`src/rtl/operand_fetch.sv`:
```
// operand_fetch: two-stage (ENTRY -> OUT) operand fetch between decode and execute, locking rd on dispatch.
// Define OPERAND_FETCH_BYPASS_EN to let a same-cycle writeback clear hazards and forward its data.
package maverickOne_pkg;
    localparam int NUM_REGS = 32;
    localparam int XLEN     = 32;
endpackage

module operand_fetch
    import maverickOne_pkg::*;
#(
    parameter int PAYLOAD_W = 32,
    localparam int AW = $clog2(NUM_REGS)
) (
    input  logic                 clk_i,
    input  logic                 arst_ni,
    input  logic                 instr_valid_i,
    output logic                 instr_ready_o,
    input  logic [PAYLOAD_W-1:0] instr_payload_i,
    input  logic [2:0]           instr_rs_use_i,
    input  logic [AW-1:0]        instr_rs1_addr_i,
    input  logic [AW-1:0]        instr_rs2_addr_i,
    input  logic [AW-1:0]        instr_rs3_addr_i,
    input  logic                 instr_rd_write_i,
    input  logic [AW-1:0]        instr_rd_addr_i,
    output logic [AW-1:0]        rs1_addr_o,
    output logic [AW-1:0]        rs2_addr_o,
    output logic [AW-1:0]        rs3_addr_o,
    input  logic [XLEN-1:0]      rs1_data_i,
    input  logic [XLEN-1:0]      rs2_data_i,
    input  logic [XLEN-1:0]      rs3_data_i,
    input  logic [NUM_REGS-1:0]  locks_i,
    output logic                 wr_lock_en_o,
    output logic [AW-1:0]        wr_lock_addr_o,
    input  logic                 wr_unlock_en_i,
    input  logic [AW-1:0]        wr_unlock_addr_i,
    input  logic [XLEN-1:0]      wr_unlock_data_i,
    input  logic                 flush_i,
    output logic                 issue_valid_o,
    input  logic                 issue_ready_i,
    output logic [PAYLOAD_W-1:0] issue_payload_o,
    output logic                 issue_rd_write_o,
    output logic [AW-1:0]        issue_rd_addr_o,
    output logic [XLEN-1:0]      issue_rs1_data_o,
    output logic [XLEN-1:0]      issue_rs2_data_o,
    output logic [XLEN-1:0]      issue_rs3_data_o
);

    // Valid/ready on both sides: a transfer occurs on a rising edge where valid and ready are both
    // high; valid never depends on ready, and the sender holds valid and data until the transfer.

    logic                 entry_v;
    logic [PAYLOAD_W-1:0] entry_payload;
    logic [2:0]           entry_use;
    logic [2:0][AW-1:0]   entry_rs;
    logic                 entry_rd_write;
    logic [AW-1:0]        entry_rd;
    logic                 out_v;
    logic [2:0][XLEN-1:0] out_data;

    logic                 snoop_en;
    logic [AW-1:0]        snoop_addr;
    logic [XLEN-1:0]      snoop_data;
    logic [2:0][XLEN-1:0] rf_data;
    logic [2:0][XLEN-1:0] src_sel;
    logic [2:0]           src_blocked;
    logic                 rd_blocked;
    logic                 hazard;
    logic                 dispatch;

`ifdef OPERAND_FETCH_BYPASS_EN
    assign snoop_en   = wr_unlock_en_i;
    assign snoop_addr = wr_unlock_addr_i;
    assign snoop_data = wr_unlock_data_i;
`else
    // Without bypass the stage waits for locks_i to drop and then reads the regfile.
    logic snoop_unused;
    assign snoop_unused = ^{wr_unlock_en_i, wr_unlock_addr_i, wr_unlock_data_i};
    assign snoop_en     = 1'b0;
    assign snoop_addr   = '0;
    assign snoop_data   = '0;
`endif

    assign rf_data = {rs3_data_i, rs2_data_i, rs1_data_i};

    always_comb begin
        src_blocked = '0;
        src_sel     = '0;
        for (int k = 0; k < 3; k++) begin
            if (entry_use[k] && (entry_rs[k] != '0)) begin
                if (snoop_en && (snoop_addr == entry_rs[k])) begin
                    src_sel[k] = snoop_data;
                end else begin
                    src_sel[k]     = rf_data[k];
                    src_blocked[k] = locks_i[entry_rs[k]];
                end
            end
        end
    end

    assign rd_blocked = entry_rd_write && (entry_rd != '0) && locks_i[entry_rd]
                        && !(snoop_en && (snoop_addr == entry_rd));
    assign hazard     = (|src_blocked) || rd_blocked;
    assign dispatch   = entry_v && !hazard && (!out_v || issue_ready_i) && !flush_i;

    assign instr_ready_o  = (!entry_v || dispatch) && !flush_i;
    assign rs1_addr_o     = entry_v ? entry_rs[0] : '0;
    assign rs2_addr_o     = entry_v ? entry_rs[1] : '0;
    assign rs3_addr_o     = entry_v ? entry_rs[2] : '0;
    assign wr_lock_en_o   = dispatch && entry_rd_write && (entry_rd != '0);
    assign wr_lock_addr_o = wr_lock_en_o ? entry_rd : '0;

    always_ff @(posedge clk_i or negedge arst_ni) begin
        if (!arst_ni) begin
            entry_v        <= 1'b0;
            entry_payload  <= '0;
            entry_use      <= '0;
            entry_rs       <= '0;
            entry_rd_write <= 1'b0;
            entry_rd       <= '0;
        end else if (flush_i) begin
            entry_v <= 1'b0;
        end else if (instr_valid_i && instr_ready_o) begin
            entry_v        <= 1'b1;
            entry_payload  <= instr_payload_i;
            entry_use      <= instr_rs_use_i;
            entry_rs       <= {instr_rs3_addr_i, instr_rs2_addr_i, instr_rs1_addr_i};
            entry_rd_write <= instr_rd_write_i;
            entry_rd       <= instr_rd_addr_i;
        end else if (dispatch) begin
            entry_v <= 1'b0;
        end
    end

    // A new dispatch overrides the clear that an execute handshake would otherwise cause.
    always_ff @(posedge clk_i or negedge arst_ni) begin
        if (!arst_ni) begin
            out_v            <= 1'b0;
            issue_payload_o  <= '0;
            issue_rd_write_o <= 1'b0;
            issue_rd_addr_o  <= '0;
            out_data         <= '0;
        end else if (flush_i) begin
            out_v <= 1'b0;
        end else if (dispatch) begin
            out_v            <= 1'b1;
            issue_payload_o  <= entry_payload;
            issue_rd_write_o <= entry_rd_write;
            issue_rd_addr_o  <= entry_rd;
            out_data         <= src_sel;
        end else if (issue_ready_i) begin
            out_v <= 1'b0;
        end
    end

    assign issue_valid_o    = out_v;
    assign issue_rs1_data_o = out_data[0];
    assign issue_rs2_data_o = out_data[1];
    assign issue_rs3_data_o = out_data[2];

endmodule
```
`config.mk`:
```
export PLATFORM = sky130hd
export DESIGN_NAME = operand_fetch
export DESIGN_NICKNAME = d
export VERILOG_FILES = /design/src/rtl/operand_fetch.sv
export SDC_FILE = /design/constraint.sdc
export NUM_CORES = 1
export LEC_CHECK = 0
export CAP_MARGIN = 20
export CELL_PAD_IN_SITES_DETAIL_PLACEMENT = 2
export CELL_PAD_IN_SITES_GLOBAL_PLACEMENT = 2
export CORE_ASPECT_RATIO = 0.5
export CORE_UTILIZATION = 25
export DETAILED_ROUTE_END_ITERATION = 10
export GPL_ROUTABILITY_DRIVEN = 0
export GPL_TIMING_DRIVEN = 0
export PLACE_DENSITY_LB_ADDON = 0.1
export SLEW_MARGIN = 5
export SYNTH_ARGS = -nofsm -noshare
export SYNTH_HDL_FRONTEND = slang
export SYNTH_SLANG_ARGS = --single-unit
```
`constraint.sdc`:
```
create_clock -name clk_i -period 3.4 [get_ports clk_i]
set_input_delay 0.51 -clock clk_i [delete_from_list [all_inputs] [get_ports clk_i]]
set_output_delay 0.51 -clock clk_i [all_outputs]
set_load 0.03 [all_outputs]
```
==> results of run 1 <==
## final cells by class
cell class | instances | area share, %
plain buffers | 51 | 2.47
clock buffers | 17 | 3.10
clock inverters | 15 | 1.35
inverters | 4 | 0.109
multi-input cells | 532 | 27.1
flip-flops and latches | 192 | 35.0
well taps | 475 | 4.33
repair buffers | 362 | 26.5
## worst max-delay path, cell delays in order (launching register included)
cell      delay (ps)
dfrtp_2          450
buf_6            160
or3_4            400
o31a_4           350
nand2b_1         180
a32oi_4          290
nand4_4          160
buf_12           160
nor3_4           220
and2_4           200
buf_6            120
## flip-flops by register name, indices dropped and copies added, names as in the netlist
name / count
entry_payload: 32
entry_rd: 5
entry_rd_write: 1
entry_rs: 15
entry_use: 3
entry_v: 1
issue_payload_o: 32
issue_rd_addr_o: 5
issue_rd_write_o: 1
issue_rs1_data_o: 32
issue_rs2_data_o: 32
issue_rs3_data_o: 32
issue_valid_o: 1
## metal layers
metal	vias to the layer above	wire length, um	GRT usage [%]
met5	-	0	0
met4	0	602	5.68
met3	30	1120	3.62
met2	132	17900	34.3
met1	3908	13900	23.1
li1	3448	-	-
## cell usage in the layout, fill, tap and decap left out, drive strengths merged, types with 4 or more instances in the layout
cell           Yosys  layout
nand2b             4       4
clkbuf            27      43
o21ai             98      98
inv                4      11
and2              20      20
nand3             11      11
nor2               7       7
mux4              19      19
mux2             102     102
clkinv             0       8
buf               26      49
a22oi              4       4
dfrtp            192     192
dlygate4sd2        0      12
clkdlybuf4s50      0     322
mux2i             20      20
nand2            204     204
nor2b              6       6
## how the worst max path moves through the flow
stage                            startpoint                           end  slack, ps  depth (start not counted)
floorplan                       locks_i[15]             wr_lock_addr_o[0]         40                          8
global placement                    arst_ni  entry_payload[8]$_DFFE_PN0P_      -6930                          1
detailed placement              locks_i[14]             wr_lock_addr_o[1]      -1410                         10
CTS                 entry_rs[6]$_DFFE_PN0P_             wr_lock_addr_o[3]       -420                          9
global route        entry_rs[6]$_DFFE_PN0P_             wr_lock_addr_o[3]       -400                         10
finish              entry_rs[6]$_DFFE_PN0P_             wr_lock_addr_o[3]       -260                         10
## repair_timing
| item | CTS | global route |
|---|---|---|
| resized for setup | 86 | 26 |
| setup endpoints to repair | 155 | 160 |
| setup buffers | 11 | 4 |
| pin swaps | 5 | 4 |
| gates cloned | 0 | 0 |
| endpoints found under the hold margin | 2 | 0 |
| hold buffers | 1 | 0 |
## logic make-up (layout without fill, tap and decap cells)
| logic type | count (synthesis) | after routing |
|---|---|---|
| AND/OR/NAND/NOR | 265 | 265 |
| AO/OA/AOI/OAI | 126 | 126 |
| buffers and inverters | 57 | 449 |
| multiplexers | 141 | 141 |
| flip-flops | 192 | 192 |
## power by group through the flow
stage | sequential [mW] | clock (mW) | combinational, mW
final | 4.12 | 2.10 | 7.54
after global routing | 4.29 | 2.26 | 8.09
after CTS | 4.13 | 2.19 | 7.61
after detailed placement | 4.11 | 0 | 7.42
after global placement | 4.05 | 0 | 7.24
after floorplan | 5.46 | 0 | 2.84
## stage by stage
step	utilization, %	TNS (ps)	cells
floorplan	-	0	781
global placement	37.2	-1406390	1601
detailed placement	37.4	-90990	1603
CTS	39.6	-2810	1645
global route	39.8	-2660	1648
finish	39.8	-1740	1648
==> impl_metrics.json, run 1 <==
{
  "yosys-top-cells-area": "dfrtp_1 (55%), nand2_1 (8.7%), mux2_1 (7.6%)",
  "worstHoldPathType": "input port to async pin",
  "grt_start_max_net_pins": 103,
  "synth_top_family_by_area": "multiplexers",
  "fmax_mhz": 273,
  "die-width_um": 267,
  "ys_types": 46,
  "drt_iter0_markers": 227,
  "startpoint_type": "register",
  "r2r_cells": 13,
  "placed_cell_area_mm2": 0.0129,
  "viasPerCell": 4.56,
  "setup_slack_ps": -264,
  "synth_common_cells": "nand2_1 (204), dfrtp_1 (192), o21ai_1 (68)",
  "syn_to_final_growth_pct": 56.7,
  "muxShareOfSynthArea_pct": 20.3,
  "synth_top_cell_by_area": "dfrtp_1",
  "max-slew-margin-rel_pct": 60.5,
  "setup_viol": 7,
  "cap_violations": 0,
  "synth_compound_area_share_pct": 8.38,
  "violations": "negative setup slack",
  "routedWlPerCell_um": 20.3,
  "yosysMostFrequentCell": "nand2_1",
  "io_pins": 384,
  "finalPower_mw": 13.8,
  "synth-seq-cells": 192,
  "reg2reg_from": "entry_rs[6]$_DFFE_PN0P_",
  "grt_pass1_vias": 8241,
  "grt_antenna_before_repair": 0,
  "drtPass1Iterations": 4,
  "avgSynthCellArea_um2": 11.2,
  "cts_buffers": 17,
  "async_flop_share_pct": 100,
  "route.final.wire_length_mm": 33.5,
  "synthAdderAreaFrac_pct": 0,
  "antenna_cells": 0,
  "power_frac_seq_pct": 29.9,
  "critPathRequiredTime_ps": 2890,
  "clockRootBuffer": "clkbuf_16",
  "syn_inst": 781,
  "powerDensity_mw_per_mm2": 1000,
  "drive_above_1_share_pct": 15.0,
  "drc": 0,
  "io_buffers": 345,
  "slew_violations": 0,
  "clk_latency_ps": 460,
  "period_share_pct": 108,
  "dieArea_mm2": 0.0359,
  "outcome": "complete, but fails checks",
  "cp_max_fo": 10,
  "grt_pass1_wl_mm": 51.1,
  "cp-end-kind": "output port",
  "pwr-share-comb_pct": 54.8,
  "synthSimpleGateAreaFrac_pct": 13.0,
  "synth_xor_area_share_pct": 0,
  "ant_nets": 0,
  "timing.rr.end": "entry_use[2]$_DFFE_PN0P_",
  "cts_sinks": 192,
  "core_area_mm2": 0.0345,
  "seqCellArea_mm2": 0.00481,
  "p_leak_nw": 5.72,
  "p_sw_share_pct": 44.2,
  "worstPathArrival_ps": 3150,
  "pwr-share-clk_pct": 15.2,
  "ff2ff_setup_slack_ps": 140,
  "synth_warnings": 0,
  "netSwitchingPower_mw": 6.09,
  "dp_hpwl_mm": 25.0,
  "row_count": 48,
  "final_cell_area_mm2": 0.0137,
  "synth_top_area_share_pct": 54.8,
  "cts_buffer_depth": 2,
  "hold_violations": 0,
  "grt_overflow": 0,
  "synth_area_mm2": 0.00876,
  "ys_seq_area_share_pct": 54.8,
  "rsz0062_at_grt": "yes",
  "track_usage_pct": 19.0,
  "peakVddDrop_uv": 368,
  "nets": 1387,
  "worstMarginPinSlew_ps": 592,
  "worstSetupPathType": "register to output port",
  "fin_hold_ws_ps": 413,
  "syn-num-nets": 1008,
  "final.fill_count": 3663,
  "p_int_mw": 7.67,
  "multi_input_area_mm2": 0.00373,
  "initial_core_util_pct": 25.4,
  "synth_ff_type": "dfrtp_1",
  "min_period_ps": 3660,
  "synth_edf_count": 0,
  "tritoncts": "yes",
  "dieHeight_um": 134,
  "num_vias": 7518,
  "finClkSkew_ps": 16.5,
  "preCtsSetupSlack_ps": -1410,
  "clk_pin_slew_ps": 80,
  "htreeDepth": 4
}
Power figures use the tool's default switching activity.
==> run 2: changes to the inputs <==
--- a/config.mk
+++ b/config.mk
@@ -9,11 +9,12 @@
 export CELL_PAD_IN_SITES_DETAIL_PLACEMENT = 2
 export CELL_PAD_IN_SITES_GLOBAL_PLACEMENT = 2
 export CORE_ASPECT_RATIO = 0.5
-export CORE_UTILIZATION = 25
+export CORE_UTILIZATION = 23
 export DETAILED_ROUTE_END_ITERATION = 10
 export GPL_ROUTABILITY_DRIVEN = 0
 export GPL_TIMING_DRIVEN = 0
 export PLACE_DENSITY_LB_ADDON = 0.1
+export SETUP_SLACK_MARGIN = 0.5
 export SLEW_MARGIN = 5
 export SYNTH_ARGS = -nofsm -noshare
 export SYNTH_HDL_FRONTEND = slang
==> constraint.sdc (replaced) <==
create_clock -name clk_i -period 3 [get_ports clk_i]
set_input_delay 0.45 -clock clk_i [delete_from_list [all_inputs] [get_ports clk_i]]
set_output_delay 0.45 -clock clk_i [all_outputs]
set_load 0.03 [all_outputs]
==> run 2 against run 1 <==
Net effect:
- sequential power rose by 19%
- die area grew 8.6%
- utilization up 2.7 points
- clock skew rose by 2.7 ps
- setup slack got worse by 450 ps
- sequential share of layout area decreased by 4.8 points
- cell area is 16% higher
- power grew 36%
- the run still ends with negative setup slack left
==> impl_metrics.json, run 2 (synthesized netlist as in run 1, its figures left out) <==
{
  "drive_above_1_share_pct": 35.6,
  "dieArea_mm2": 0.0389,
  "htreeDepth": 4,
  "route.final.wire_length_mm": 36.6,
  "layout_commonest_cell": "clkdlybuf4s50_1",
  "p_leak_nw": 6.91,
  "cts_buffers": 17,
  "cpPeakStageDelay_ps": 470,
  "io_pins": 384,
  "setup_slack_ps": -719,
  "ant_nets": 0,
  "path_buf_inv": 4,
  "peakVddDrop_uv": 415,
  "syn_to_final_growth_pct": 81.8,
  "post-place-cells": 1621,
  "worstMarginPinSlew_ps": 745,
  "grt_antenna_before_repair": 2,
  "fmax_mhz": 269,
  "violations": "negative setup slack",
  "period_share_pct": 124,
  "finalNonFillerCells": 1711,
  "hold_violations": 0,
  "clockRootBuffer": "clkbuf_16",
  "io_buffers": 345,
  "clk_pin_slew_ps": 80,
  "ff2ff_setup_slack_ps": -410,
  "finalPower_mw": 18.8,
  "r2r_cells": 12,
  "core_area_mm2": 0.0375,
  "final_cell_mix": "clkdlybuf4s50_1 (321), dfrtp_1 (190), nand2_1 (106)",
  "setup_viol": 198,
  "fin_hold_ws_ps": 4.25,
  "finClkSkew_ps": 19.2,
  "drtPass1Iterations": 6,
  "dp_hpwl_mm": 25.2,
  "cap_violations": 0,
  "grt_pass1_vias": 8674,
  "cp_max_fo": 6,
  "row_count": 50,
  "outcome": "complete, but fails checks",
  "cp-end-kind": "output port",
  "die-width_um": 278,
  "cp_cell_sequence": "clkdlybuf4s50_1, mux4_2, mux2_4, a221o_1, a32oi_4, nand4_4, buf_12, nor3_4, buf_6, and2_4, buf_8",
  "viasPerCell": 4.55,
  "dieHeight_um": 140,
  "num_vias": 7780,
  "nets": 1429,
  "cts_hold_buf": 0,
  "grt_start_max_net_pins": 107,
  "critPathRequiredTime_ps": 2550,
  "drt_iter0_markers": 232,
  "worstPathArrival_ps": 3270,
  "worstHoldPathType": "input port to async pin",
  "slew_violations": 0,
  "cts_buffer_depth": 2,
  "clk_latency_ps": 460,
  "tritoncts": "yes",
  "rsz0062_at_grt": "yes",
  "path_delay_family": "buffers and inverters",
  "grt_overflow": 0,
  "drc": 0,
  "min_period_ps": 3720,
  "initial_core_util_pct": 23.4,
  "powerDensity_mw_per_mm2": 1180,
  "track_usage_pct": 18.9,
  "cpMaxStageDelayCell": "clkdlybuf4s50_1",
  "reg2reg_from": "entry_rs[6]$_DFFE_PN0P_",
  "cts_sinks": 192,
  "timing.rr.end": "entry_rd[4]$_DFFE_PN0P_",
  "final.fill_count": 3764,
  "routedWlPerCell_um": 21.4,
  "grt_pass1_wl_mm": 55.3,
  "max-slew-margin-rel_pct": 50.3,
  "startpoint_type": "input port",
  "worstSetupPathType": "input port to output port"
}
==> run 2: how the worst max path moves through the flow <==
| stage | from | to | cells after the start |
|---|---|---|---|
| after global placement | arst_ni | entry_payload[9]$_DFFE_PN0P_ | 1 |
| final | locks_i[11] | wr_lock_addr_o[2] | 11 |
| after CTS | entry_rs[6]$_DFFE_PN0P_ | wr_lock_addr_o[2] | 10 |
| after floorplan | locks_i[15] | wr_lock_addr_o[0] | 8 |
| after global routing | entry_rs[6]$_DFFE_PN0P_ | wr_lock_addr_o[2] | 10 |
| after detailed placement | locks_i[9] | wr_lock_addr_o[4] | 10 |
==> run 2: metrics by stage <==
step                      cell area (um2)  util (%)  setup TNS [ps]  worst slack (ps)
after floorplan                      8970         -            -825              -172
after global placement              13000      34.8        -1540050             -7390
after detailed placement            13100      34.9         -134110             -1670
after CTS                           15200      40.6          -50180              -724
after global routing                15900      42.5          -78200              -847
final                               15900      42.5          -62480              -719
==> run 2: layout make-up <==
class	count	area (um2)	share of cell area, %
sequential	192	4810	30.2
inverter	4	15.0	0.0943
clock inverter	14	121	0.762
timing repair buffer	402	4510	28.3
multi-input combinational	532	4770	29.9
clock buffer	18	439	2.76
tap	494	618	3.88
antenna	2	5.00	0.0314
buffer	53	643	4.04
==> run 2: report_power, final <==
part / leakage, nW / switching (mW) / total [mW] / internal [mW]
logic: 4.23 / 5.74 / 11.6 / 5.84
clock network: 0.271 / 1.17 / 2.28 / 1.12
registers: 2.41 / 1.05 / 4.90 / 3.85
total: 6.91 / 7.96 / 18.8 / 10.8
==> run 2: routing by layer <==
| layer | share of wire (%) | global-route usage [%] |
|---|---|---|
| met1 | 42 | 22.8 |
| met2 | 53 | 34.2 |
| met3 | 2.9 | 3.49 |
| met4 | 2.0 | 5.61 |
| met5 | 0 | 0 |
==> run 2: timing repair <==
item / in CTS / in global routing
cloned: 18 / 1
pin swaps: 18 / 92
buffers inserted: 29 / 8
setup endpoints to repair: 209 / 210
resized for setup: 313 / 170
==> run 3: changes to the inputs <==
--- a/config.mk
+++ b/config.mk
@@ -9,10 +9,12 @@
 export CELL_PAD_IN_SITES_DETAIL_PLACEMENT = 2
 export CELL_PAD_IN_SITES_GLOBAL_PLACEMENT = 2
 export CORE_ASPECT_RATIO = 0.5
+export CORE_MARGIN = 2
 export CORE_UTILIZATION = 23
 export DETAILED_ROUTE_END_ITERATION = 10
 export GPL_ROUTABILITY_DRIVEN = 0
 export GPL_TIMING_DRIVEN = 0
+export HOLD_SLACK_MARGIN = 0.02
 export PLACE_DENSITY_LB_ADDON = 0.1
 export SETUP_SLACK_MARGIN = 0.5
 export SLEW_MARGIN = 5
==> run 3 against run 2 <==
Net effect:
- the flow still finishes with violations (negative setup slack)
- sequential power about the same
- sequential share of layout area shrank 0.17 points
- fmax is 1.5% higher
- largest power group unchanged
- power increased by 0.20%
- final cell count hardly changed
==> impl_metrics.json, run 3 (synthesized netlist as in run 1, its figures left out) <==
{
  "nets": 1427,
  "cts_buffers": 17,
  "tritoncts": "yes",
  "io_buffers": 345,
  "outcome": "complete, but fails checks",
  "grt_pass1_wl_mm": 56.5,
  "peakVddDrop_uv": 414,
  "grt_overflow": 0,
  "drtPass1Iterations": 4,
  "slew_violations": 0,
  "timing.rr.end": "issue_rd_addr_o[3]$_DFFE_PN0P_",
  "startpoint_type": "register",
  "max-slew-margin-rel_pct": 42.5,
  "min_period_ps": 3660,
  "fmax_mhz": 273,
  "pwr-share-clk_pct": 12.1,
  "cap_violations": 0,
  "cpPeakStageDelay_ps": 410,
  "r2r_cells": 15,
  "grt_antenna_before_repair": 3,
  "dieHeight_um": 142,
  "clockRootBuffer": "clkbuf_16",
  "finClkSkew_ps": 17.3,
  "p_int_mw": 10.7,
  "violations": "negative setup slack",
  "grt_start_max_net_pins": 102,
  "worstMarginPinSlew_ps": 863,
  "final_cell_area_mm2": 0.0160,
  "cpMaxStageDelayCell": "dfrtp_1",
  "cts_sinks": 192,
  "num_vias": 7781,
  "final_cell_mix": "clkdlybuf4s50_1 (317), dfrtp_1 (190), nand2_1 (107)",
  "path_buf_inv": 4,
  "initial_core_util_pct": 23.4,
  "drc": 0,
  "io_pins": 384,
  "netSwitchingPower_mw": 8.07,
  "power_frac_seq_pct": 26.2,
  "cts_buffer_depth": 2,
  "dp_hpwl_mm": 25.8,
  "ff2ff_setup_slack_ps": -380,
  "hold_violations": 0,
  "setup_viol": 197,
  "cts_hold_buf": 0,
  "worstPathArrival_ps": 3210,
  "crit_start": "entry_rs[2]$_DFFE_PN0P_",
  "cp_cell_sequence": "buf_6, buf_12, mux4_2, mux2_2, o221a_2, a32oi_2, nand4_4, buf_12, nor3_4, and2_4, buf_6",
  "die-width_um": 280,
  "clk_pin_slew_ps": 80,
  "preCtsSetupSlack_ps": -1710,
  "finalPower_mw": 18.8,
  "htreeDepth": 4,
  "viasPerCell": 4.55,
  "placed_cell_area_mm2": 0.0131,
  "layout_commonest_cell": "clkdlybuf4s50_1",
  "drt_iter0_markers": 268,
  "reg2reg_from": "entry_rs[2]$_DFFE_PN0P_",
  "syn_to_final_growth_pct": 82.8,
  "p_leak_nw": 6.86,
  "grt_pass1_vias": 8979,
  "rsz0062_at_grt": "yes",
  "cp-end-kind": "output port",
  "dieArea_mm2": 0.0398,
  "clk_latency_ps": 450,
  "row_count": 50,
  "pwr-share-comb_pct": 61.7,
  "core_area_mm2": 0.0375,
  "worstSetupPathType": "register to output port",
  "critPathRequiredTime_ps": 2550,
  "worst_setup_path_endpoint": "wr_lock_addr_o[0]",
  "final.fill_count": 3781,
  "ant_nets": 0,
  "cp_max_fo": 6,
  "period_share_pct": 122,
  "cp.depth": 11,
  "worstHoldPathType": "input port to async pin",
  "p_sw_share_pct": 42.9,
  "routedWlPerCell_um": 22.1,
  "track_usage_pct": 19.0,
  "route.final.wire_length_mm": 37.7,
  "fin_setup_tns_ps": -52550,
  "drive_above_1_share_pct": 36.8,
  "fin_hold_ws_ps": 13.2,
  "path_delay_family": "simple AND/OR/NAND/NOR gates",
  "setup_slack_ps": -664,
  "powerDensity_mw_per_mm2": 1170
}
run 3: changes by cell type in the layout (fill, tap and decap cells not counted), sizes merged:
cell and change:
dlygate4sd2 +14, buf -6, diode +1, dlymetal6s2s -10, clkdlybuf4s50 -4, clkinvlp -1, clkbuf +5, inv +1
clkinv -1
run 3: per-stage QoR:
| stage | std cells | util (%) |
|---|---|---|
| finish | 1710 | 42.7 |
| global placement | 1620 | 34.8 |
| CTS | 1698 | 40.2 |
| detailed placement | 1621 | 34.9 |
| global route | 1710 | 42.7 |
| floorplan | 781 | - |
run 3: worst register-to-register path: cells and delay by family (launching register included):
family,cells,cell delay [ps]
mux,3,890
buf+inv,9,1240
compound gates,2,550
simple gates,1,160
flops,1,410
run 3: final cells by class:
class	instances	area [um2]	area share, %
Antenna cell	3	7.51	0.0469
Multi-Input combinational cell	532	4880	30.4
Buffer	53	642	4.01
Timing Repair Buffer	400	4490	28.1
Tap cell	494	618	3.86
Clock buffer	19	443	2.76
Inverter	4	15.0	0.0937
Sequential cell	192	4810	30.0
Clock inverter	13	115	0.719
run 3: what timing repair did:
| item | CTS | global route |
|---|---|---|
| gates cloned | 21 | 2 |
| resized for setup | 290 | 219 |
| pin swaps | 11 | 79 |
| buffers inserted | 24 | 7 |
| endpoints found under the setup margin | 210 | 200 |
run 3: worst min-delay path by stage:
stage | to | depth (start not counted)
3_3_place_gp | issue_payload_o[13]$_DFFE_PN0P_ | 1
4_1_cts | entry_payload[13]$_DFFE_PN0P_ | 1
3_5_place_dp | issue_rs1_data_o[31]$_DFFE_PN0P_ | 2
5_1_grt | entry_payload[13]$_DFFE_PN0P_ | 1
2_1_floorplan | entry_payload[0]$_DFFE_PN0P_ | 0
6_report | entry_payload[13]$_DFFE_PN0P_ | 1
run 3: power groups by stage:
stage	Clock (mW)	Sequential [mW]	Combinational, mW
global placement	0	4.61	8.50
CTS	2.38	4.74	10.7
global route	2.46	5.13	12.3
floorplan	0	6.20	3.50
detailed placement	0	4.69	8.67
finish	2.27	4.93	11.6
run 3: metal layers:
layer / global-route usage (%) / wire length (um) / share of wire, %
met1: 22.5 / 15300 / 40
met2: 35.2 / 20700 / 55
met3: 3.48 / 1240 / 3.3
met4: 5.29 / 514 / 1.4
met5: 0 / 0 / 0
